File: config.mk
export PLATFORM = sky130hd
export DESIGN_NAME = regfile_mp_flat
export DESIGN_NICKNAME = d
export VERILOG_FILES = /design/src/rtl/regfile_pkg.sv /design/src/rtl/regfile_mp_if.sv /design/src/rtl/regfile_scoreboard.sv /design/src/rtl/regfile_mp.sv /design/src/flat_wrapper.sv
export SDC_FILE = /design/constraint.sdc
export NUM_CORES = 2
export LEC_CHECK = 0
export CAP_MARGIN = 20
export CORE_ASPECT_RATIO = 1.25
export CORE_UTILIZATION = 50
export CTS_BUF_LIST = sky130_fd_sc_hd__clkbuf_4 sky130_fd_sc_hd__clkbuf_8 sky130_fd_sc_hd__clkbuf_16
export CTS_CLUSTER_SIZE = 25
export DETAILED_ROUTE_END_ITERATION = 12
export DONT_BUFFER_PORTS = 1
export PLACE_DENSITY_LB_ADDON = 0.12
export SLEW_MARGIN = 20
export SYNTH_ARGS = -nofsm -noshare
export SYNTH_HDL_FRONTEND = slang
export SYNTH_SLANG_ARGS = --single-unit
File: constraint.sdc
create_clock -name clk -period 5.05 [get_ports clk]
set_input_delay 1.01 -clock clk [delete_from_list [all_inputs] [get_ports clk]]
set_output_delay 1.01 -clock clk [all_outputs]
set_load 0.02 [all_outputs]
File: src/rtl/regfile_pkg.sv
// Shared definitions for the multi-port register file.
//   XLEN_DEF / NREGS_DEF : default data width and register count
//   calc_aw()            : address width for a given register count
//   reg_addr_t / xlen_t  : address and data types at the default sizes
package regfile_pkg;

  localparam int XLEN_DEF  = 32;
  localparam int NREGS_DEF = 32;

  // Address width; never below one bit so a 2-entry file still has an address.
  function automatic int calc_aw(input int nregs);
    return (nregs <= 2) ? 1 : $clog2(nregs);
  endfunction

  typedef logic [calc_aw(NREGS_DEF)-1:0] reg_addr_t;
  typedef logic [XLEN_DEF-1:0]           xlen_t;

endpackage

File: src/rtl/regfile_mp_if.sv
// Bus bundle between the decode/writeback logic and the register file.
//   wr_en/wr_addr/wr_data : NUM_WR write ports
//   rd_addr/rd_data       : NUM_RD combinational read ports
//   rd_busy               : per read port, addressed register has a pending producer
//   rsv_en/rsv_addr       : reserve a destination register
//   busy_vec              : registered scoreboard bits
// master = issue/writeback side, slave = register file.
interface regfile_mp_if
  import regfile_pkg::*;
#(
  parameter int XLEN   = XLEN_DEF,
  parameter int NREGS  = NREGS_DEF,
  parameter int NUM_RD = 2,
  parameter int NUM_WR = 1
);
  localparam int AW = calc_aw(NREGS);

  logic [NUM_WR-1:0]           wr_en;
  logic [NUM_WR-1:0][AW-1:0]   wr_addr;
  logic [NUM_WR-1:0][XLEN-1:0] wr_data;
  logic [NUM_RD-1:0][AW-1:0]   rd_addr;
  logic [NUM_RD-1:0][XLEN-1:0] rd_data;
  logic [NUM_RD-1:0]           rd_busy;
  logic                        rsv_en;
  logic [AW-1:0]               rsv_addr;
  logic [NREGS-1:0]            busy_vec;

  modport master (
    output wr_en, wr_addr, wr_data, rd_addr, rsv_en, rsv_addr,
    input  rd_data, rd_busy, busy_vec
  );

  modport slave (
    input  wr_en, wr_addr, wr_data, rd_addr, rsv_en, rsv_addr,
    output rd_data, rd_busy, busy_vec
  );

endinterface

File: src/rtl/regfile_scoreboard.sv
// Per-register busy bits.
//   clk, reset_n : clock and synchronous active-low reset
//   rsv_en/addr  : sets the busy bit of the reserved register
//   clr_en/addr  : one clear per write port (already filtered for dropped writes)
//   busy_vec     : registered busy state
// A reservation beats a clear on the same register: the new producer owns it.
module regfile_scoreboard
  import regfile_pkg::*;
#(
  parameter int NREGS    = NREGS_DEF,
  parameter int NUM_WR   = 1,
  parameter int ZERO_REG = 1,
  localparam int AW      = calc_aw(NREGS)
) (
  input  logic                      clk,
  input  logic                      reset_n,
  input  logic                      rsv_en,
  input  logic [AW-1:0]             rsv_addr,
  input  logic [NUM_WR-1:0]         clr_en,
  input  logic [NUM_WR-1:0][AW-1:0] clr_addr,
  output logic [NREGS-1:0]          busy_vec
);

  logic [NREGS-1:0] busy_reg;
  logic [NREGS-1:0] set_vec;
  logic [NREGS-1:0] clr_vec;

  for (genvar gi = 0; gi < NREGS; gi++) begin : g_bit
    logic clr_c;

    always_comb begin
      clr_c = 1'b0;
      for (int w = 0; w < NUM_WR; w++) begin
        if (clr_en[w] && (clr_addr[w] == AW'(gi))) clr_c = 1'b1;
      end
    end

    assign clr_vec[gi] = clr_c;
    // Register 0 can never become busy when it is hardwired.
    assign set_vec[gi] = rsv_en && (rsv_addr == AW'(gi)) &&
                         !((ZERO_REG != 0) && (gi == 0));
  end

  always_ff @(posedge clk) begin
    if (!reset_n) busy_reg <= '0;
    else          busy_reg <= set_vec | (busy_reg & ~clr_vec);
  end

  assign busy_vec = busy_reg;

endmodule

File: src/rtl/regfile_mp.sv
// Multi-port integer register file with scoreboard.
//   clk, reset_n : clock and synchronous active-low reset
//   bus          : regfile_mp_if slave (write ports, read ports, reservation, busy)
// Reads are combinational; optional bypass forwards same-cycle write data and
// masks the busy flag for that read. On write-address collisions the highest
// write port index wins, both for storage and for forwarding.
module regfile_mp
  import regfile_pkg::*;
#(
  parameter int XLEN     = XLEN_DEF,
  parameter int NREGS    = NREGS_DEF,
  parameter int NUM_RD   = 2,
  parameter int NUM_WR   = 1,
  parameter int BYPASS   = 1,
  parameter int ZERO_REG = 1
) (
  input logic         clk,
  input logic         reset_n,
  regfile_mp_if.slave bus
);

  localparam int AW = calc_aw(NREGS);

  logic [XLEN-1:0]   mem_reg [NREGS];
  logic [NUM_WR-1:0] wr_ok;
  logic [NREGS-1:0]  busy_w;

  // A write is effective unless it targets a hardwired register 0.
  for (genvar gi = 0; gi < NUM_WR; gi++) begin : g_wr
    assign wr_ok[gi] = bus.wr_en[gi] &&
                       !((ZERO_REG != 0) && (bus.wr_addr[gi] == '0));
  end

  // Ascending loop: later (higher-index) ports overwrite earlier ones.
  always_ff @(posedge clk) begin
    if (!reset_n) begin
      for (int r = 0; r < NREGS; r++) mem_reg[r] <= '0;
    end else begin
      for (int w = 0; w < NUM_WR; w++) begin
        if (wr_ok[w]) mem_reg[bus.wr_addr[w]] <= bus.wr_data[w];
      end
    end
  end

  regfile_scoreboard #(
    .NREGS   (NREGS),
    .NUM_WR  (NUM_WR),
    .ZERO_REG(ZERO_REG)
  ) u_scoreboard (
    .clk     (clk),
    .reset_n (reset_n),
    .rsv_en  (bus.rsv_en),
    .rsv_addr(bus.rsv_addr),
    .clr_en  (wr_ok),
    .clr_addr(bus.wr_addr),
    .busy_vec(busy_w)
  );

  assign bus.busy_vec = busy_w;

  for (genvar gi = 0; gi < NUM_RD; gi++) begin : g_rd
    logic [XLEN-1:0] data_c;
    logic            hit_c;
    logic            zero_c;

    always_comb begin
      data_c = mem_reg[bus.rd_addr[gi]];
      hit_c  = 1'b0;
      zero_c = (ZERO_REG != 0) && (bus.rd_addr[gi] == '0);
      if (BYPASS != 0) begin
        for (int w = 0; w < NUM_WR; w++) begin
          if (wr_ok[w] && (bus.wr_addr[w] == bus.rd_addr[gi])) begin
            data_c = bus.wr_data[w];
            hit_c  = 1'b1;
          end
        end
      end
      if (zero_c) data_c = '0;
    end

    assign bus.rd_data[gi] = data_c;
    // A forwarded write satisfies the pending producer, so busy is hidden.
    assign bus.rd_busy[gi] = busy_w[bus.rd_addr[gi]] && !hit_c && !zero_c;
  end

endmodule

File: src/flat_wrapper.sv
// flat-port wrapper written by rule: the top's interface ports become plain ports
module regfile_mp_flat import regfile_pkg::*;
#(
  parameter int XLEN     = XLEN_DEF,
  parameter int NREGS    = NREGS_DEF,
  parameter int NUM_RD   = 2,
  parameter int NUM_WR   = 1,
  parameter int BYPASS   = 1,
  parameter int ZERO_REG = 1
)
  (clk, reset_n, bus_wr_en, bus_wr_addr, bus_wr_data, bus_rd_addr, bus_rsv_en, bus_rsv_addr, bus_rd_data, bus_rd_busy, bus_busy_vec);
  regfile_mp_if #(.XLEN(XLEN), .NREGS(NREGS), .NUM_RD(NUM_RD), .NUM_WR(NUM_WR)) bus_i ();
  input logic clk;
  input logic reset_n;
  input wire logic [$bits(bus_i.wr_en)-1:0] bus_wr_en;
  input wire logic [$bits(bus_i.wr_addr)-1:0] bus_wr_addr;
  input wire logic [$bits(bus_i.wr_data)-1:0] bus_wr_data;
  input wire logic [$bits(bus_i.rd_addr)-1:0] bus_rd_addr;
  input wire logic [$bits(bus_i.rsv_en)-1:0] bus_rsv_en;
  input wire logic [$bits(bus_i.rsv_addr)-1:0] bus_rsv_addr;
  output wire logic [$bits(bus_i.rd_data)-1:0] bus_rd_data;
  output wire logic [$bits(bus_i.rd_busy)-1:0] bus_rd_busy;
  output wire logic [$bits(bus_i.busy_vec)-1:0] bus_busy_vec;
  assign bus_i.wr_en = bus_wr_en;
  assign bus_i.wr_addr = bus_wr_addr;
  assign bus_i.wr_data = bus_wr_data;
  assign bus_i.rd_addr = bus_rd_addr;
  assign bus_i.rsv_en = bus_rsv_en;
  assign bus_i.rsv_addr = bus_rsv_addr;
  assign bus_rd_data = bus_i.rd_data;
  assign bus_rd_busy = bus_i.rd_busy;
  assign bus_busy_vec = bus_i.busy_vec;
  regfile_mp #(.XLEN(XLEN), .NREGS(NREGS), .NUM_RD(NUM_RD), .NUM_WR(NUM_WR), .BYPASS(BYPASS), .ZERO_REG(ZERO_REG)) u_core (.clk(clk), .reset_n(reset_n), .bus(bus_i));
endmodule
[Word level (Yosys, flattened, before mapping)]
Memories as Yosys holds them, arrays and structs flattened.
Cells that the tools add are included.
Word-level totals
  register bits: 32
  bits in writable memories: 1024
  input port bits: 56
  output and inout port bits: 98
  word-level logic and storage cells: 199
  memories: 1
Memory list
  u_core.mem_reg: words 32, width 32, rd ports 2, clocked after Yosys merged registers in 0, write ports 32, RTL line regfile_mp.sv:24  | logic [XLEN-1:0] mem_reg [NREGS];
Operators by class
  order comparisons: 2
  eq/ne operators: 64
  multiplexer cells: 49
  bitwise gates (word level): 3
  reductions and logical operators: 79
Operators by type and width (number)
  $eq A5 B5 Y1 const B: 32
  $mux W32: 5
  $eq A5 B4 Y1 const B: 16
  $logic_and A1 B1 Y1: 70
  $mux W1: 41
  $eq A5 B3 Y1 const B: 8
  $and A32 B32 Y32: 1
  $not A32 Y32: 1
  $or A32 B32 Y32: 1
  $reduce_or A32 Y1: 1
  $eq A5 B2 Y1 const B: 4
  $logic_not A5 Y1: 3
  $lt A5 B6 Y1 const B: 2
  $bmux W1 S5: 2
  $eq A5 B1 Y1 const B: 2
  $eq A5 B5 Y1: 2
  $logic_not A1 Y1: 5
  $mux W5: 1

[Longest topological paths before layout]
  depth after elaboration: 8
  depth in mapped cells: 10
  mapped depth without buffers: 5

[Hierarchy]
From an unflattened synthesis, not the netlist that was laid out.
Unflattened totals
  cells, all modules: 4068
  area, all modules: 57142.3 um2
Modules (own cells, without submodules)
  regfile_mp: instances 1, cells each 3919, area an instance 55693.4 um2, seq. area each 30749.5 um2
  regfile_scoreboard: instances 1, cells each 149, area an instance 1448.9 um2, seq. area each 640.6 um2

[Worst setup path after synthesis]
OpenSTA, ideal clock, no wires.
  path kind: input to register
  start: in bus_wr_addr[2]
  end: reg u_core.u_scoreboard.busy_reg[8] (netlist: u_core.u_scoreboard.busy_vec[8])
  setup time: 0.264 ns
  arrival time: 4.289 ns
  required time: 4.786 ns
  slack: 0.497 ns
  stages on the path: 5
  buffers on the path: 1
  path through: clkbuf_1 -> nor2_1 -> nand2_1 -> o21ai_0 -> o32ai_1
Between the ends
  longest elaborated chain between the ends: 8
  elaborated cells on any way between the ends: 9
  those cells by class: 1 x eq/ne; 1 x mux; 3 x bitwise; 4 x reduce/logical
RTL lines
  from (decl): RTL line flat_wrapper.sv:16  | input wire logic [$bits(bus_i.wr_addr)-1:0] bus_wr_addr;
  $logic_not A5 Y1: RTL line regfile_mp.sv:31  | !((ZERO_REG != 0) && (bus.wr_addr[gi] == '0));
  $logic_not A1 Y1: RTL line regfile_mp.sv:31
  $logic_and A1 B1 Y1: RTL line regfile_mp.sv:30  | assign wr_ok[gi] = bus.wr_en[gi] &&
  $logic_and A1 B1 Y1 *: RTL line regfile_scoreboard.sv:34  | if (clr_en[w] && (clr_addr[w] == AW'(gi))) clr_c = 1'b1;
  $mux W1 *: RTL line regfile_scoreboard.sv:34
  $not A32 Y32 *: RTL line regfile_scoreboard.sv:46  | else busy_reg <= set_vec | (busy_reg & ~clr_vec);
  $and A32 B32 Y32 *: RTL line regfile_scoreboard.sv:46
  $or A32 B32 Y32 *: RTL line regfile_scoreboard.sv:46
  to (signal assigned): RTL line regfile_scoreboard.sv:46
  to (decl): RTL line regfile_scoreboard.sv:24  | logic [NREGS-1:0] busy_reg;
Every way passes the cells marked *; elsewhere a longest branch is shown, timed or not.
A chain may end at the register's enable or synchronous reset.

[Worst setup path after layout]
  start: in bus_rd_addr[0]
  end: out bus_rd_data[12]
Between the ends
  longest elaborated chain between the ends: 4
  elaborated cells on any way between the ends: 6
  those cells by class: 1 x eq/ne; 2 x mux; 2 x reduce/logical; 1 x memory
RTL lines
  from (decl): RTL line flat_wrapper.sv:18  | input wire logic [$bits(bus_i.rd_addr)-1:0] bus_rd_addr;
  branches (longest 3 deep; another with $mem_v2 Z32 W32)
  $mux W32 *: RTL line regfile_mp.sv:78  | if (zero_c) data_c = '0;
  to (decl): RTL line flat_wrapper.sv:21  | output wire logic [$bits(bus_i.rd_data)-1:0] bus_rd_data;
Mark *: on every way between the ends.

==> impl_metrics.prom <==
# TYPE chip_impl_metric gauge
chip_impl_info{name="critPathTopFamily",value="buffers and inverters"} 1
chip_impl_metric{name="grt_first_pass_wirelength",unit="um"} 284000
chip_impl_metric{name="largest_register_ffs",unit=""} 1024
chip_impl_metric{name="postSynthCellCount",unit=""} 3907
chip_impl_metric{name="area_of_the_mapped_netlist",unit="sq um"} 56800
chip_impl_info{name="grt_setup_unrepaired",value="no"} 1
chip_impl_metric{name="finalMaxSlewViolations",unit=""} 37
chip_impl_metric{name="drc",unit=""} 0
chip_impl_metric{name="drt-vias-per-instance",unit=""} 7.00
chip_impl_metric{name="power.density",unit="nW/um^2"} 337
chip_impl_metric{name="p_switching",unit="W"} 0.00527
chip_impl_info{name="timing.rr.end",value="u_core.u_scoreboard.busy_vec[9]$_SDFF_PN0_"} 1
chip_impl_metric{name="grt.total_usage",unit=""} 0.355
chip_impl_metric{name="timing.final.crit_share",unit=""} 0.982
chip_impl_metric{name="port-buffer-count",unit=""} 0
chip_impl_metric{name="cp_data_arrival_time",unit="ns"} 3.95
chip_impl_metric{name="finalWeightedCongestion",unit=""} 0.962
chip_impl_metric{name="dieHeight",unit="um"} 379
chip_impl_metric{name="std_cell_rows",unit=""} 137
chip_impl_metric{name="worst_tran_pin_value",unit="ns"} 1.52
chip_impl_metric{name="cpPeakStageDelay",unit="ns"} 0.55
chip_impl_info{name="critical_path.cell_chain",value="buf_16, buf_16, buf_16, xor2_1, nor4_2, buf_4, a21boi_4, buf_4, buf_4, a221oi_1, buf_4"} 1
chip_impl_info{name="worst_setup_path_endpoint",value="bus_rd_data[12]"} 1
chip_impl_metric{name="dr.pass1.iters",unit=""} 6
chip_impl_metric{name="cts_hold_repair.buffers",unit=""} 0
chip_impl_metric{name="die-width",unit="um"} 303
chip_impl_metric{name="synth.lib_cells_used.distinct",unit=""} 62
chip_impl_metric{name="area_growth_syn_to_layout",unit="%"} 10.3
chip_impl_metric{name="starting_density_of_the_core",unit=""} 0.506
chip_impl_metric{name="synth.yosys.seq_area_share",unit=""} 0.553
chip_impl_info{name="worst-setup-path-type",value="input port to primary output"} 1
chip_impl_metric{name="combPwrFrac",unit=""} 0.122
chip_impl_metric{name="finish.net_count",unit=""} 3865
chip_impl_info{name="failing_checks",value="slew limit"} 1
chip_impl_metric{name="grt_pass1_vias",unit=""} 37600
chip_impl_metric{name="ff2ff_path_depth",unit=""} 2
chip_impl_info{name="critPathCaptureType",value="primary output"} 1
chip_impl_info{name="cp-startpoint",value="bus_rd_addr[0]"} 1
chip_impl_metric{name="synthDominantCellAreaShare",unit=""} 0.542
chip_impl_metric{name="intPower",unit="W"} 0.0158
chip_impl_metric{name="post-dp-hpwl",unit="um"} 121000
chip_impl_metric{name="timing.clock.skew",unit="ns"} 0
chip_impl_metric{name="final.fill_count",unit=""} 9036
chip_impl_metric{name="clkLatencyLatePin",unit="ns"} 0.73
chip_impl_metric{name="cts-buffers-inserted",unit=""} 111
chip_impl_metric{name="timing.setup.tns",unit="ns"} 0
chip_impl_metric{name="vias",unit=""} 37500
chip_impl_info{name="yosys-top-cells-area",value="sky130_fd_sc_hd__edfxtp_1, sky130_fd_sc_hd__mux4_2, sky130_fd_sc_hd__and2_1"} 1
chip_impl_metric{name="clock_sink_count",unit=""} 1056
chip_impl_metric{name="die_area",unit="sq um"} 115000
chip_impl_metric{name="setup.reg_to_reg.worst_slack",unit="ns"} 4.05
chip_impl_metric{name="cp_data_required_time",unit="ns"} 4.04
chip_impl_metric{name="hold_viol",unit=""} 0
chip_impl_metric{name="max_clk_rate",unit="GHz"} 0.202
chip_impl_metric{name="cellLeakagePower",unit="nW"} 21.5
chip_impl_info{name="clock_tree.root_cell",value="sky130_fd_sc_hd__clkbuf_16"} 1
chip_impl_metric{name="critical_path_cell_count",unit=""} 11
chip_impl_info{name="cp_slowest_cell",value="sky130_fd_sc_hd__a221oi_1"} 1
chip_impl_metric{name="overflow_left_after_global_routing",unit=""} 0
chip_impl_info{name="path_common_cell",value="sky130_fd_sc_hd__buf_4"} 1
chip_impl_metric{name="ir_worst_vdd",unit="V"} 0.000305
chip_impl_metric{name="edff_count_synth",unit=""} 1024
chip_impl_metric{name="clock_power_share",unit=""} 0.387
chip_impl_metric{name="worst_hold_slack",unit="ns"} 0.368
chip_impl_metric{name="detailedRoute.firstIterationViolations",unit=""} 5234
chip_impl_metric{name="wl_per_cell",unit="um"} 38.4
chip_impl_info{name="run_status",value="finished with violations"} 1
chip_impl_metric{name="synth-seq-cells",unit=""} 1056
chip_impl_metric{name="timing.final.crit_period",unit="ns"} 4.96
chip_impl_info{name="tritoncts",value="yes"} 1
chip_impl_metric{name="seqPwrFrac",unit=""} 0.491
chip_impl_metric{name="ios",unit=""} 154
chip_impl_metric{name="power.switching_fraction",unit=""} 0.250
chip_impl_metric{name="largest_net_degree_at_the_start_of_global_routing",unit=""} 364
chip_impl_info{name="post-synth-top-area-cell",value="sky130_fd_sc_hd__edfxtp_1"} 1
chip_impl_metric{name="synth_area_per_cell",unit="sq um"} 14.5
chip_impl_metric{name="clkSlewWorstSetupHoldPaths",unit="ns"} 0.06
chip_impl_metric{name="maxCapViolations",unit=""} 0
chip_impl_metric{name="routed_wl",unit="um"} 206000
chip_impl_metric{name="grt_antenna_before_repair",unit=""} 6
chip_impl_metric{name="synth-warning-count",unit=""} 0
chip_impl_info{name="regToRegStartpoint",value="u_core.u_scoreboard.busy_vec[9]$_SDFF_PN0_"} 1
chip_impl_metric{name="placeableCoreArea",unit="sq um"} 112000
chip_impl_metric{name="cp.buffers_inverters",unit=""} 7
chip_impl_metric{name="critPathMaxFanout",unit=""} 45
chip_impl_metric{name="ys_async_sr_fraction",unit=""} 0
chip_impl_info{name="worst_hold_path_type",value="input port to register"} 1
chip_impl_info{name="critPathLaunchType",value="input port"} 1
chip_impl_metric{name="setup-violations-final",unit=""} 0
chip_impl_metric{name="slew-limit-headroom",unit=""} -0.0164
chip_impl_metric{name="final_antenna_net_count",unit=""} 0
chip_impl_metric{name="ctsHtreeMaxLevel",unit=""} 3
chip_impl_info{name="ys_dominant_reg_cell",value="sky130_fd_sc_hd__edfxtp_1"} 1
chip_impl_metric{name="number_of_buffers_on_the_longest_clock_path",unit=""} 3
chip_impl_metric{name="final_layout_size_suffix_gt1_frac",unit=""} 0.228
## power by group through the flow
| stage | clock network [W] | registers (W) | logic, W |
|---|---|---|---|
| after CTS | 0.00819 | 0.0103 | 0.00240 |
| after detailed placement | 0 | 0.0105 | 0.00239 |
| after global routing | 0.00849 | 0.0104 | 0.00261 |
| final | 0.00816 | 0.0103 | 0.00257 |
| after floorplan | 0 | 0.0104 | 0.00172 |
| after global placement | 0 | 0.0105 | 0.00238 |
## layout make-up
class,count,area [sq um],share of cell area
Antenna cell,4,10.0,0.000160
Clock buffer,143,3110,0.0496
Clock inverter,61,447,0.00713
Inverter,37,139,0.00222
Multi-Input combinational cell,2419,23900,0.382
Sequential cell,1056,31400,0.501
Tap cell,1459,1830,0.0292
Timing Repair Buffer,184,1760,0.0281
## stage by stage
step                 util  instances  worst slack (ns)  power (W)  area [sq um]
floorplan               -       3938             0.497     0.0122         56900
global placement    0.524       5141             0.468     0.0128         58700
detailed placement  0.524       5142             0.439     0.0129         58700
CTS                 0.555       5346             0.441     0.0209         62300
global route        0.559       5359           0.00389     0.0215         62600
finish              0.559       5363            0.0904     0.0211         62600
## cell usage in the layout, fill, tap and decap left out, types with 8 or more instances in the layout
| cell type | synthesis | layout |
|---|---|---|
| sky130_fd_sc_hd__a21oi_1 | 37 | 37 |
| sky130_fd_sc_hd__a221o_1 | 31 | 31 |
| sky130_fd_sc_hd__a221oi_1 | 62 | 56 |
| sky130_fd_sc_hd__a22o_1 | 75 | 75 |
| sky130_fd_sc_hd__a22oi_1 | 139 | 139 |
| sky130_fd_sc_hd__a32oi_1 | 31 | 31 |
| sky130_fd_sc_hd__and2_1 | 968 | 970 |
| sky130_fd_sc_hd__buf_12 | 0 | 17 |
| sky130_fd_sc_hd__buf_4 | 27 | 158 |
| sky130_fd_sc_hd__clkbuf_16 | 0 | 120 |
| sky130_fd_sc_hd__clkbuf_4 | 0 | 25 |
| sky130_fd_sc_hd__clkinv_1 | 1 | 23 |
| sky130_fd_sc_hd__clkinv_2 | 0 | 27 |
| sky130_fd_sc_hd__conb_1 | 1 | 32 |
| sky130_fd_sc_hd__dfxtp_1 | 32 | 32 |
| sky130_fd_sc_hd__edfxtp_1 | 1024 | 1024 |
| sky130_fd_sc_hd__inv_1 | 35 | 34 |
| sky130_fd_sc_hd__mux2i_1 | 242 | 242 |
| sky130_fd_sc_hd__mux4_2 | 427 | 427 |
| sky130_fd_sc_hd__nand2_1 | 20 | 19 |
| sky130_fd_sc_hd__nand2b_1 | 9 | 9 |
| sky130_fd_sc_hd__nand3_1 | 43 | 43 |
| sky130_fd_sc_hd__nor2_1 | 58 | 35 |
| sky130_fd_sc_hd__nor2_2 | 0 | 16 |
| sky130_fd_sc_hd__nor2_4 | 6 | 13 |
| sky130_fd_sc_hd__nor3_1 | 31 | 25 |
| sky130_fd_sc_hd__nor4_1 | 8 | 8 |
| sky130_fd_sc_hd__o21ai_0 | 92 | 60 |
| sky130_fd_sc_hd__o21ai_4 | 0 | 30 |
| sky130_fd_sc_hd__o22ai_1 | 23 | 23 |
## kinds of logic after synthesis
| kind of cell | share of synthesized area |
|---|---|
| xor gates and xnor gates | 0.00154 |
| other | 0.0000661 |
| and+or+nand+nor | 0.126 |
| AOI/OAI and AO/OA | 0.0692 |
| muxes | 0.212 |
| buffers and inverters | 0.0377 |
| DFF | 0.553 |
## how the worst min path moves through the flow
stage	start	end	slack [ns]	depth (start not counted)
finish	bus_rsv_addr[3]	u_core.u_scoreboard.busy_vec[19]$_SDFF_PN0_	0.37	1
global route	bus_rsv_addr[3]	u_core.u_scoreboard.busy_vec[18]$_SDFF_PN0_	0.38	1
CTS	bus_rsv_addr[1]	u_core.u_scoreboard.busy_vec[8]$_SDFF_PN0_	0.35	1
detailed placement	u_core.u_scoreboard.busy_vec[12]$_SDFF_PN0_	u_core.u_scoreboard.busy_vec[12]$_SDFF_PN0_	0.59	2
global placement	u_core.u_scoreboard.busy_vec[12]$_SDFF_PN0_	u_core.u_scoreboard.busy_vec[12]$_SDFF_PN0_	0.57	2
floorplan	u_core.u_scoreboard.busy_vec[4]$_SDFF_PN0_	u_core.u_scoreboard.busy_vec[4]$_SDFF_PN0_	0.55	2
## cell usage after synthesis, drive strengths merged (3+ instances only)
| library cell | n |
|---|---|
| o21ai | 94 |
| xnor2 | 5 |
| edfxtp | 1024 |
| buf | 158 |
| a22o | 75 |
| and2 | 971 |
| nand2 | 20 |
| a22oi | 139 |
| mux4 | 427 |
| nor2b | 11 |
| o211a | 3 |
| nor4 | 9 |
| nor3 | 35 |
| nor2 | 64 |
| a221o | 31 |
| nand3 | 45 |
| o211ai | 7 |
| xor2 | 5 |
| o22ai | 23 |
| mux2i | 242 |
| a21oi | 37 |
| clkbuf | 268 |
| a31oi | 5 |
| o32ai | 7 |
| a32oi | 31 |
| a221oi | 62 |
| or3 | 6 |
| inv | 36 |
| dfxtp | 32 |
| nand2b | 9 |
| or2 | 5 |
## layer usage
layer / part of all wire / GRT usage / routed length [um] / vias up
met3: 0.11 / 0.0887 / 22900 / 508
met4: 0.058 / 0.187 / 11900 / 0
met5: 0 / 0 / 0 / -
met2: 0.47 / 0.566 / 97400 / 2502
li1: - / - / - / 15000
met1: 0.36 / 0.448 / 73400 / 19500
## timing repair
item / in CTS / in global routing
endpoints found under the setup margin: 0 / 33
gates resized for setup: 0 / 10
setup buffers: 0 / 4
(Power assumes the default switching activity.)
